**src/rtl/mac8_pkg.sv**
```systemverilog
// Shared types, default widths and Vedic partial-product helpers for the MAC8 sequencer.
package mac8_pkg;

  localparam int unsigned ACC_W_DEF = 24;
  localparam int unsigned CNT_W_DEF = 8;

  typedef enum logic [1:0] {StIdle, StRun, StDrain, StDone} state_t;

  // Urdhva-tiryagbhyam 2x2 cell: vertical and crosswise bit products.
  function automatic logic [3:0] vedic_mul2(input logic [1:0] a, input logic [1:0] b);
    logic p0, x0, x1, c1, v1;
    p0 = a[0] & b[0];
    x0 = a[1] & b[0];
    x1 = a[0] & b[1];
    c1 = x0 & x1;
    v1 = a[1] & b[1];
    return {v1 & c1, v1 ^ c1, x0 ^ x1, p0};
  endfunction

  function automatic logic [7:0] vedic_mul4(input logic [3:0] a, input logic [3:0] b);
    logic [3:0] q0, q1, q2, q3;
    q0 = vedic_mul2(a[1:0], b[1:0]);
    q1 = vedic_mul2(a[3:2], b[1:0]);
    q2 = vedic_mul2(a[1:0], b[3:2]);
    q3 = vedic_mul2(a[3:2], b[3:2]);
    return {4'b0, q0} + {2'b0, q1, 2'b0} + {2'b0, q2, 2'b0} + {q3, 4'b0};
  endfunction

endpackage

```
**src/rtl/mac8_if.sv**
```systemverilog
// Job control, operand stream and result stream of the MAC8 sequencer.
interface mac8_if #(
  parameter int unsigned ACC_W = 24,
  parameter int unsigned CNT_W = 8
);
  logic             start;
  logic [CNT_W-1:0] len;
  logic             in_valid;
  logic [7:0]       in_a;
  logic [7:0]       in_b;
  logic             in_ready;
  logic             out_valid;
  logic [ACC_W-1:0] out_acc;
  logic             out_ovf;
  logic             out_ready;
  logic             busy;

  modport master (
    output start, len, in_valid, in_a, in_b, out_ready,
    input  in_ready, out_valid, out_acc, out_ovf, busy
  );

  modport slave (
    input  start, len, in_valid, in_a, in_b, out_ready,
    output in_ready, out_valid, out_acc, out_ovf, busy
  );
endinterface

```
**src/rtl/vedic_8bit_multiplier.sv**
```systemverilog
// Combinational 8x8 unsigned Vedic multiplier built from 4x4 and 2x2 cells.
module vedic_8bit_multiplier
  import mac8_pkg::*;
(
  input  logic [7:0]  a,
  input  logic [7:0]  b,
  output logic [15:0] p
);
  logic [7:0] r0, r1, r2, r3;

  always_comb begin
    r0 = vedic_mul4(a[3:0], b[3:0]);
    r1 = vedic_mul4(a[7:4], b[3:0]);
    r2 = vedic_mul4(a[3:0], b[7:4]);
    r3 = vedic_mul4(a[7:4], b[7:4]);
    p  = {8'b0, r0} + {4'b0, r1, 4'b0} + {4'b0, r2, 4'b0} + {r3, 8'b0};
  end
endmodule

```
**src/rtl/mac8_sequencer.sv**
```systemverilog
// Multiply-accumulate job sequencer: operand reg -> product reg -> accumulator,
// with a start/len job interface and a valid/ready result port.
module mac8_sequencer
  import mac8_pkg::*;
#(
  parameter int unsigned ACC_W = ACC_W_DEF,
  parameter int unsigned CNT_W = CNT_W_DEF
) (
  input  logic  clk,
  input  logic  rst_n,
  mac8_if.slave bus
);
  localparam int unsigned SumW = ACC_W + 1;

  state_t           state_q, state_d;
  logic [CNT_W-1:0] cnt_q, cnt_d;
  logic [ACC_W-1:0] acc_q, acc_d;
  logic             ovf_q, ovf_d;
  logic [7:0]       a_q, b_q;
  logic             s1_v_q, s2_v_q;
  logic [15:0]      p_q, prod;
  logic [SumW-1:0]  sum;
  logic             accept;
  logic             in_ready, out_valid;

  vedic_8bit_multiplier u_mul (
    .a (a_q),
    .b (b_q),
    .p (prod)
  );

  assign accept = (state_q == StRun) && bus.in_valid;
  assign sum    = {1'b0, acc_q} + SumW'(p_q);

  always_comb begin
    state_d   = state_q;
    cnt_d     = cnt_q;
    acc_d     = acc_q;
    ovf_d     = ovf_q;
    in_ready  = 1'b0;
    out_valid = 1'b0;

    if (s2_v_q) begin
      acc_d = sum[ACC_W-1:0];
      ovf_d = ovf_q | sum[ACC_W];
    end

    unique case (state_q)
      StIdle: begin
        if (bus.start) begin
          acc_d = '0;
          ovf_d = 1'b0;
          if (bus.len != '0) begin
            cnt_d   = bus.len;
            state_d = StRun;
          end else begin
            state_d = StDone;
          end
        end
      end
      StRun: begin
        in_ready = 1'b1;
        if (bus.in_valid) begin
          cnt_d = cnt_q - 1'b1;
          if (cnt_q == CNT_W'(1)) state_d = StDrain;
        end
      end
      // The last pair is the only one still in flight once s1 empties.
      StDrain: begin
        if (s2_v_q && !s1_v_q) state_d = StDone;
      end
      StDone: begin
        out_valid = 1'b1;
        if (bus.out_ready) state_d = StIdle;
      end
      default: state_d = StIdle;
    endcase
  end

  always_ff @(posedge clk or negedge rst_n) begin
    if (!rst_n) begin
      state_q <= StIdle;
      cnt_q   <= '0;
      acc_q   <= '0;
      ovf_q   <= 1'b0;
      a_q     <= '0;
      b_q     <= '0;
      s1_v_q  <= 1'b0;
      p_q     <= '0;
      s2_v_q  <= 1'b0;
    end else begin
      state_q <= state_d;
      cnt_q   <= cnt_d;
      acc_q   <= acc_d;
      ovf_q   <= ovf_d;
      if (accept) begin
        a_q <= bus.in_a;
        b_q <= bus.in_b;
      end
      s1_v_q <= accept;
      p_q    <= prod;
      s2_v_q <= s1_v_q;
    end
  end

  assign bus.in_ready  = in_ready;
  assign bus.out_valid = out_valid;
  assign bus.out_acc   = acc_q;
  assign bus.out_ovf   = ovf_q;
  assign bus.busy      = (state_q != StIdle);

endmodule
```
**src/flat_wrapper.sv**
```systemverilog
// flat-port wrapper written by rule: the top's interface ports become plain ports
module mac8_sequencer_flat import mac8_pkg::*;
#(
  parameter int unsigned ACC_W = ACC_W_DEF,
  parameter int unsigned CNT_W = CNT_W_DEF
)
  (clk, rst_n, bus_start, bus_len, bus_in_valid, bus_in_a, bus_in_b, bus_out_ready, bus_in_ready, bus_out_valid, bus_out_acc, bus_out_ovf, bus_busy);
  mac8_if #(.ACC_W(ACC_W), .CNT_W(CNT_W)) bus_i ();
  input  logic clk;
  input  logic rst_n;
  input wire logic [$bits(bus_i.start)-1:0] bus_start;
  input wire logic [$bits(bus_i.len)-1:0] bus_len;
  input wire logic [$bits(bus_i.in_valid)-1:0] bus_in_valid;
  input wire logic [$bits(bus_i.in_a)-1:0] bus_in_a;
  input wire logic [$bits(bus_i.in_b)-1:0] bus_in_b;
  input wire logic [$bits(bus_i.out_ready)-1:0] bus_out_ready;
  output wire logic [$bits(bus_i.in_ready)-1:0] bus_in_ready;
  output wire logic [$bits(bus_i.out_valid)-1:0] bus_out_valid;
  output wire logic [$bits(bus_i.out_acc)-1:0] bus_out_acc;
  output wire logic [$bits(bus_i.out_ovf)-1:0] bus_out_ovf;
  output wire logic [$bits(bus_i.busy)-1:0] bus_busy;
  assign bus_i.start = bus_start;
  assign bus_i.len = bus_len;
  assign bus_i.in_valid = bus_in_valid;
  assign bus_i.in_a = bus_in_a;
  assign bus_i.in_b = bus_in_b;
  assign bus_i.out_ready = bus_out_ready;
  assign bus_in_ready = bus_i.in_ready;
  assign bus_out_valid = bus_i.out_valid;
  assign bus_out_acc = bus_i.out_acc;
  assign bus_out_ovf = bus_i.out_ovf;
  assign bus_busy = bus_i.busy;
  mac8_sequencer #(.ACC_W(ACC_W), .CNT_W(CNT_W)) u_core (.clk(clk), .rst_n(rst_n), .bus(bus_i));
endmodule
```
**config.mk**
```make
export PLATFORM = sky130hd
export DESIGN_NAME = mac8_sequencer_flat
export DESIGN_NICKNAME = d
export VERILOG_FILES = /design/src/rtl/mac8_pkg.sv /design/src/rtl/mac8_if.sv /design/src/rtl/vedic_8bit_multiplier.sv /design/src/rtl/mac8_sequencer.sv /design/src/flat_wrapper.sv
export SDC_FILE = /design/constraint.sdc
export NUM_CORES = 1
export LEC_CHECK = 0
export CAP_MARGIN = 20
export CORE_ASPECT_RATIO = 1.75
export CORE_UTILIZATION = 45
export CTS_CLUSTER_DIAMETER = 60
export DETAILED_ROUTE_END_ITERATION = 16
export PLACE_DENSITY = 0.68
export SLEW_MARGIN = 30
export SYNTH_ARGS = -nofsm -noshare
export SYNTH_HDL_FRONTEND = slang
export SYNTH_HIERARCHICAL = 1
export SYNTH_SLANG_ARGS = --single-unit
```
**constraint.sdc**
```tcl
create_clock -name clk -period 9.4 [get_ports clk]
set_input_delay 1.88 -clock clk [delete_from_list [all_inputs] [get_ports clk]]
set_output_delay 1.88 -clock clk [all_outputs]
set_load 0.02 [all_outputs]
```
[Word level (Yosys, flattened, before mapping)]
Index checks and enable logic that the tools add are counted.
Cells by class
  bitwise gates (word level): 129
  equality and inequality tests: 10
  divide/modulo/power cells: 0
  multipliers: 0
  $lt $le $gt $ge: 0
  reduce and logical (&&, ||, !) cells: 9
  mux-type cells: 19
  $add $sub $neg: 17
  shift-type cells: 0
Operator list (number)
  bitwise AND 1 bit: 96
  two-way mux 24 bit: 3
  adder 7 x 6 -> 8 bit: 4
  adder 8 bit: 4
  XOR 1 bit: 32
  adder 4 x 6 -> 7 bit: 4
  adder 24 x 16 -> 25 bit: 1
  two-way mux 8 bit: 3
  adder 14 x 16 -> 16 bit: 1
  one-hot mux 8 bit (2 select lines): 1
  adder 13 x 12 -> 14 bit: 1
  adder 8 x 12 -> 13 bit: 1
  two-way mux 2 bit: 6
  equality test 8 x 1 -> 1 bit (second input constant): 1
  != test 2 bit (second input constant): 4
  one-hot mux 2 bit (4 select lines): 1
  nonzero test 8 bit: 1
  subtractor 8 x 1 -> 8 bit (second input constant): 1
  two-way mux 1 bit: 5
  AND reduction 5 bit: 1
  equality test 2 bit (second input constant): 2
  != test 2 x 1 -> 1 bit (second input constant): 2
  AND reduction 4 bit: 1
  nonzero test 2 bit: 2
  5 further kinds: 6
Word-level totals
  RAM bits: 0
  word-level logic and storage cells: 193
  input bits: 29
  output and inout bits: 28
  memories kept: 0
  register bits: 69
  memory bits (read-only): 0
  bits in latches: 0

[Depth between registers and ports, before layout]
Gate-level depths: netlist of the first run.
  depth in word-level cells: 9
  gate-level depth with buffers: 21
  gate-level depth less buffers: 21

[Cells and area by module]
Netlist of the first run, hierarchy kept.
By module, submodules not included
  mac8_sequencer: area an instance 3679.8 um2, times used 1, cells each 365, sequential area each 1726.7 um2
  vedic_8bit_multiplier: area an instance 2431.1 um2, times used 1, cells each 280, sequential area each 0.0 um2

[Worst setup path after synthesis of the first run]
No wires, ideal clock.
  kind: flip-flop to flip-flop
  from: reg u_core.a_q[1]
  to: reg u_core.p_q[13]
  slack: 4.361 ns
  path buffers: 0
  library setup time: 0.135 ns
  cell stages (with the launch flop): 22
  required time: 9.265 ns
  arrival time: 4.904 ns
  period minus slack after synthesis: 5.039 ns
  cells stage by stage: dfrtp_1 > and2_1 > ha_1 > ha_1 > ha_1 > fa_1 > xor2_1 > fa_1 > inv_1 > fa_1 > inv_1 > a21o_1 > a21oi_1 > xor2_1 > fa_1 > inv_1 > ha_1 > nand2b_2 > a21oi_2 > a2111oi_4 > a21oi_1 > xnor2_1
On the way
  word-level cells in the longest chain between the ends: 9
RTL lines
  from (decl): RTL line mac8_sequencer.sv:19  | logic [7:0] a_q, b_q;
  from (signal assigned): RTL line mac8_sequencer.sv:97  | a_q <= bus.in_a;
  bitwise AND 1 bit: RTL line mac8_pkg.sv:13  | x0 = a[1] & b[0];
  bitwise AND 1 bit: RTL line mac8_pkg.sv:15  | c1 = x0 & x1;
  XOR 1 bit / bitwise AND 1 bit (equally long branches): RTL line mac8_pkg.sv:17  | return {v1 & c1, v1 ^ c1, x0 ^ x1, p0};
  adder 4 x 6 -> 7 bit: RTL line mac8_pkg.sv:26  | return {4'b0, q0} + {2'b0, q1, 2'b0} + {2'b0, q2, 2'b0} + {q3, 4'b0};
  adder 7 x 6 -> 8 bit: RTL line mac8_pkg.sv:26
  adder 8 bit: RTL line mac8_pkg.sv:26
  adder 8 x 12 -> 13 bit: RTL line vedic_8bit_multiplier.sv:16  | p = {8'b0, r0} + {4'b0, r1, 4'b0} + {4'b0, r2, 4'b0} + {r3, 8'b0};
  adder 13 x 12 -> 14 bit (*): RTL line vedic_8bit_multiplier.sv:16
  adder 14 x 16 -> 16 bit (*): RTL line vedic_8bit_multiplier.sv:16
  net u_core.prod[13]: RTL line mac8_sequencer.sv:21  | logic [15:0] p_q, prod;
  to (signal assigned): RTL line mac8_sequencer.sv:101  | p_q <= prod;
  to (decl): RTL line mac8_sequencer.sv:21
Mark *: on every way through the listed nets, which the timed path passes. The rest lies on a longest branch.
A chain may end at the register's enable or synchronous reset.

[Worst setup path in the final report of the first run]
  from: reg u_core.b_q[0]
  to: reg u_core.p_q[13]
On the way
  word-level cells in the longest chain between the ends: 9
RTL lines
  from (decl): RTL line mac8_sequencer.sv:19
  from (signal assigned): RTL line mac8_sequencer.sv:98  | b_q <= bus.in_b;
  bitwise AND 1 bit: RTL line mac8_pkg.sv:13
  bitwise AND 1 bit: RTL line mac8_pkg.sv:15
  XOR 1 bit / bitwise AND 1 bit (equally long branches): RTL line mac8_pkg.sv:17
  adder 4 x 6 -> 7 bit: RTL line mac8_pkg.sv:26
  adder 7 x 6 -> 8 bit: RTL line mac8_pkg.sv:26
  adder 8 bit: RTL line mac8_pkg.sv:26
  adder 8 x 12 -> 13 bit (*): RTL line vedic_8bit_multiplier.sv:16
  adder 13 x 12 -> 14 bit (*): RTL line vedic_8bit_multiplier.sv:16
  adder 14 x 16 -> 16 bit (*): RTL line vedic_8bit_multiplier.sv:16
  net u_core.prod[13]: RTL line mac8_sequencer.sv:21
Marked as above.

==> results of run 1 <==
==> worst max-delay path by stage <==
stage,from,end,slack (ns)
after global placement,u_core/b_q[0],u_core/p_q[13],4.17
after detailed placement,u_core/a_q[1],u_core/p_q[13],4.05
after CTS,u_core/b_q[0],u_core/p_q[13],4.03
after global routing,u_core/b_q[0],u_core/p_q[13],3.80
final,u_core/b_q[0],u_core/p_q[13],4.03
after floorplan,u_core/a_q[1],u_core/p_q[13],4.36
==> worst max-delay path, cell delays in order, from the launching register on <==
cell	delay, ns
dfrtp_1	0.46
and2_1	0.18
ha_1	0.21
ha_1	0.29
ha_1	0.23
fa_1	0.38
xor2_1	0.18
fa_1	0.51
inv_1	0.06
fa_1	0.45
inv_1	0.07
a21o_1	0.11
a21oi_1	0.07
xor2_1	0.16
fa_1	0.54
inv_1	0.04
ha_1	0.35
nand2b_2	0.11
a21oi_2	0.08
a2111oi_4	0.46
a21oi_1	0.14
xnor2_1	0.15
==> kinds of logic (layout without fill, tap and decap cells) <==
| family | after synthesis | after routing | share of synthesized area (%) |
|---|---|---|---|
| buffers and inverters | 83 | 144 | 5.16 |
| AOI/OAI and AO/OA | 141 | 141 | 15.7 |
| muxes | 22 | 22 | 3.93 |
| and+or+nand+nor | 186 | 186 | 15.8 |
| adders and majority gates | 112 | 112 | 26.5 |
| DFF | 69 | 69 | 28.3 |
| xor gates and xnor gates | 32 | 32 | 4.59 |
==> sequential cells by signal, indices dropped and copies added, names as in the netlist <==
| name | cells |
|---|---|
| u_core/bus.out_acc | 24 |
| u_core/s1_v_q | 1 |
| u_core/cnt_q | 8 |
| u_core/p_q | 16 |
| u_core/a_q | 8 |
| u_core/bus.out_ovf | 1 |
| u_core/state_q | 2 |
| u_core/s2_v_q | 1 |
| u_core/b_q | 8 |
==> per-layer routing <==
metal  share of wire (%)  global-route usage [%]  up-vias
met5                   0                       0        -
met4                 3.0                    9.83        0
met3                 2.7                    3.12       33
met2                  56                    40.3       93
met1                  38                    19.8     2381
li1                    -                       -     2347
==> final cells by class <==
| cell class | count | area, µm² |
|---|---|---|
| repair buffers | 58 | 574 |
| flip-flops and latches | 69 | 1730 |
| multi-input cells | 493 | 4070 |
| clock inverters | 7 | 105 |
| fillers | 1214 | 6130 |
| well taps | 174 | 218 |
| clock buffers | 9 | 225 |
| inverters | 70 | 263 |
==> metrics by stage <==
stage          instance area, µm²  hold slack, ns  cells  util [%]  setup slack, ns
2_1_floorplan                6110           0.349    645         -             4.36
4_1_cts                      7180           0.378    880      53.9             4.03
6_report                     7180           0.372    880      54.0             4.03
5_1_grt                      7180           0.397    880      54.0             3.80
3_5_place_dp                 6850           0.362    864      51.4             4.05
3_3_place_gp                 6850           0.359    864      51.4             4.17
==> cell usage in the layout, fill, tap and decap left out, types with 5 or more instances in the layout <==
cell type / Yosys / final
o21ai_1: 6 / 6
a21o_1: 18 / 18
mux2_2: 16 / 16
nand3_1: 14 / 14
fa_1: 29 / 29
mux2i_1: 6 / 6
clkbuf_16: 0 / 9
inv_1: 70 / 70
o22ai_1: 6 / 6
a21oi_1: 40 / 40
xnor2_1: 21 / 21
a211oi_1: 9 / 9
nor3_1: 7 / 7
nand2_1: 42 / 42
and2_1: 61 / 61
ha_1: 83 / 83
clkdlybuf4s50_1: 0 / 55
o21ai_0: 29 / 29
a31o_2: 5 / 5
nor2_1: 37 / 37
xor2_1: 11 / 11
dfrtp_1: 69 / 69
==> metrics, run 1 <==
outcome=finished clean; WL/cell=15.3 µm; fraction of registers with async set or reset after synthesis=100%; area grow syn2layout=17.6%; Die W=90.1 µm; CTS root buffer=clkbuf_16; Resized cells post-CTS=0; Sink Count=69; HP Class=reg -> reg; Final min period=5.37 ns; Yosys cell types=56; number of vias per cell=5.52; Die Y=156 µm; CTS buffer count=9; worst setup path class=reg -> reg; Core ar.=13,300 µm²; Synth Cell Area=6110 µm²; Arr. time, crit path=5.58 ns; WHS Path Cells=0; DRT Wirelength=13,500 µm; Slew headroom=44.2%; Initial Utilization=45.9%; Commonest cells post-synth=83 x ha_1, 70 x inv_1, 69 x dfrtp_1; RR Endpoint=u_core/p_q[13]; postcts setup bufs=0; Clk Latency, worst-skew pair=0.34 ns; die area=14,100 µm²; Via Count=4,854; CP Launch Type=flip-flop; crit path max fanout=9; H-tree depth=3; vias in the first global route=5,151; GRT Residual Overflow=0; Tcrit/Tclk final=57.1%; GRT Overall Usage=20.2%; Critical Path RT=9.61 ns; maximum clock path buffer count=2; Synth area leader=dfrtp_1; syn_nets=786; EDFF count, synth=0; port bufs=56; DP Wirelength=10,300 µm; CTS Hold Buffers Added=0; TritonRoute pass-1 iters=4; layout cell share with drive strength beyond 1=7.65%; GPL Wtd Cong=0.904; Mapped Cells=645; worst hold path startpoint=u_core/s1_v_q; num rows=56; yosys warns=6; sequential area share after synthesis=28.3%; final setup violation count=0; fin nets=842; global-route wire length before repair=22,800 µm; Hold EP=u_core/s2_v_q; initial DRC count=147; clk slew on worst S/H paths=0.07 ns; fmax=186 MHz; Yosys reg bits=69; Worst Max-Slew Pin Slew=0.835 ns; Reg2Reg Depth=21; antenna violations before repair=0; CTS tree=built; Sum Neg Setup Slack=0 ns; Slew Limit Fails=0; Hold Violations, Final=0; worst r2r src=u_core/b_q[0]; RSZ-0062 raised after global routing=no; count leader, synth=ha_1; total of max-cap violations=0; ant diodes=0; CP Capture Type=flip-flop; largest net degree at the start of global routing=70; clk_skew=0.00676 ns; Remaining DRCs=0; Post-DRT Antenna Nets=0; R2R setup slack=4.03 ns; Post-synth top flop=dfrtp_1; Synth top area share=28.3%; Synth area leaders=dfrtp_1 28%, ha_1 17%, fa_1 9.5%; syn avg cell area=9.47 µm²; # IOs=57
Power of run 1 is left out: the tool's default activity adds up to more than one toggle a clock period on the data nets, which glitch-free logic cannot reach.
==> run 2: changes to the inputs <==
clock period = 5.3 ns   (was 9.4 ns; I/O delays follow)
==> run 2 against run 1 <==
Against the previous run: register-to-register slack lost 3.9 ns; final area grew 2.1%; count of clock-buffer cells in the layout is the same; global-route usage grew 0.40 points; highest routed layer unchanged; core utilization grew 1.1 points; maximum frequency grew 4.6%; via count grew 0.95%; critical path depth shrank 1; first-iteration DRC count grew 29%; sequential share of layout area shrank 0.48 points; largest cell class unchanged; critical endpoint is now u_core/p_q[15]; wire length grew 2.7%.
==> metrics, run 2 (synthesized netlist as in run 1, its figures left out) <==
maximum clock path buffer count=2 (unchanged); WL/cell=15.5 µm (was 15.3 µm); CTS buffer count=9 (unchanged); Slew Limit Fails=0 (unchanged); RR Endpoint=u_core/p_q[15] (was u_core/p_q[13]); final instance area=7330 µm² (was 7180 µm²); multi-input logic area=4100 µm² (was 4070 µm²); placed inst area=6930 µm² (was 6850 µm²); num rows=56 (unchanged); antenna violations before repair=0 (unchanged); die area=14,100 µm² (unchanged); crit path max fanout=3 (was 9); Initial Utilization=45.9% (unchanged); Critical Path RT=5.56 ns (was 9.61 ns); Reg2Reg Depth=20 (was 21); worst r2r src=u_core/a_q[0] (was u_core/b_q[0]); Via Count=4,900 (was 4,854); Tcrit/Tclk final=96.8% (was 57.1%); most frequent cells in the layout=83 x ha_1, 70 x inv_1, 69 x dfrtp_1 (unchanged); cells along the critical path=and2_1, ha_1, ha_1, ha_1, fa_2, xor2_2, fa_1, inv_1, fa_2, xor2_2, fa_1, inv_1, ha_1, inv_1, fa_1, nand2b_2, a21oi_4, a2111oi_4, a2111oi_4, xnor2_1 (was and2_1, ha_1, ha_1, ha_1, fa_1, xor2_1, fa_1, inv_1, fa_1, inv_1, a21o_1, a21oi_1, xor2_1, fa_1, inv_1, ha_1, nand2b_2, a21oi_2, a2111oi_4, a21oi_1, xnor2_1); Die W=90.1 µm (unchanged); fin nets=853 (was 842); Sink Count=69 (unchanged); vias in the first global route=5,169 (was 5,151); Post-DRT Antenna Nets=0 (unchanged); # IOs=57 (unchanged); GRT Overall Usage=20.6% (was 20.2%); WP depth=20 (was 21); Die Y=156 µm (unchanged); Remaining DRCs=0 (unchanged); WHS Path Cells=0 (unchanged); initial DRC count=190 (was 147); Reg area=1730 µm² (unchanged); H-tree depth=3 (unchanged); commonest non-fill, non-tap cell in the layout=ha_1 (unchanged); GPL Wtd Cong=0.935 (was 0.904); port bufs=56 (unchanged); Top cell by count, worst path=ha_1; Clk Latency, worst-skew pair=0.33 ns (was 0.34 ns); Worst Max-Slew Pin Slew=0.823 ns (was 0.835 ns); largest net degree at the start of global routing=36 (was 70); Slew headroom=45.1% (was 44.2%); WP buf/inv=3 (unchanged); clk slew on worst S/H paths=0.06 ns (was 0.07 ns); CTS Hold Buffers Added=0 (unchanged); total of max-cap violations=0 (unchanged); final setup violation count=0 (unchanged); TritonRoute pass-1 iters=4 (unchanged); worst setup path class=reg -> reg (unchanged); number of vias per cell=5.50 (was 5.52); CP Capture Type=flip-flop (unchanged); Hold Violations, Final=0 (unchanged); fmax=195 MHz (was 186 MHz); R2R setup slack=0.17 ns (was 4.03 ns); global-route wire length before repair=23,100 µm (was 22,800 µm); outcome=finished clean (unchanged); Max stage delay on crit path=0.51 ns (was 0.54 ns); ant diodes=0 (unchanged); clk_skew=0.00821 ns (was 0.00676 ns); CP top delay family=adder cells (unchanged); CP Launch Type=flip-flop (unchanged); Core ar.=13,300 µm² (unchanged); DP Wirelength=10,900 µm (was 10,300 µm); area grow syn2layout=20.0% (was 17.6%); HP Class=reg -> reg (unchanged); layout cell share with drive strength beyond 1=9.62% (was 7.65%); Final min period=5.13 ns (was 5.37 ns); CTS root buffer=clkbuf_16 (unchanged); DRT Wirelength=13,800 µm (was 13,500 µm); Layout fillers=1,195 (was 1,214); Hold EP=u_core/s2_v_q (unchanged); RSZ-0062 raised after global routing=yes (was no); CP max stage cell=fa_1 (unchanged); worst hold path startpoint=u_core/s1_v_q (unchanged); GRT Residual Overflow=0 (unchanged); CTS tree=built (unchanged); Arr. time, crit path=5.39 ns (was 5.58 ns); Largest register FFs=24 (unchanged)
-- run 2: how the worst max path moves through the flow --
stage | endpoint | start
floorplan | u_core/p_q[13] | u_core/a_q[1]
global placement | u_core/p_q[15] | u_core/a_q[1]
detailed placement | u_core/p_q[15] | u_core/a_q[0]
CTS | u_core/p_q[15] | u_core/a_q[0]
global route | u_core/p_q[15] | u_core/a_q[1]
finish | u_core/p_q[15] | u_core/a_q[0]
-- run 2: area by class of cell --
cell class | instances | area share [%]
flip-flops and latches | 69 | 23.5
clock inverters | 7 | 2.00
repair buffers | 69 | 8.91
inverters | 70 | 3.58
clock buffers | 9 | 3.07
well taps | 174 | 2.97
multi-input cells | 493 | 55.9
-- run 2: layer usage --
layer | vias up | track usage [%] | wire length, µm
li1 | 2350 | - | -
met1 | 2397 | 19.7 | 5150
met2 | 115 | 41.3 | 7830
met3 | 38 | 2.88 | 343
met4 | 0 | 11.3 | 498
met5 | - | 0 | 0
-- run 2: what timing repair did --
item | in CTS | in global routing
setup endpoints to repair | 0 | 3
gates resized for setup | 0 | 5
setup buffers | 0 | 0
-- run 2: worst register-to-register path, delay by kind of cell (launching register included) --
kind | cells | cell delay (ns)
simple gates | 2 | 0.38
xor+xnor | 3 | 0.49
fa+ha+maj | 9 | 3.01
compound gates | 3 | 0.60
flops | 1 | 0.38
buf+inv | 3 | 0.19
-- run 2: through the flow --
step | instances | worst slack, ns | util, % | hold WS [ns] | setup TNS, ns
floorplan | 645 | 0.261 | - | 0.349 | 0
global placement | 875 | 0.197 | 52.0 | 0.359 | 0
detailed placement | 875 | 0.0760 | 52.0 | 0.367 | 0
CTS | 891 | 0.0418 | 54.8 | 0.382 | 0
global route | 891 | -0.0219 | 55.1 | 0.392 | -0.0382
finish | 891 | 0.167 | 55.1 | 0.381 | 0
Power of run 2 is left out for the same reason.
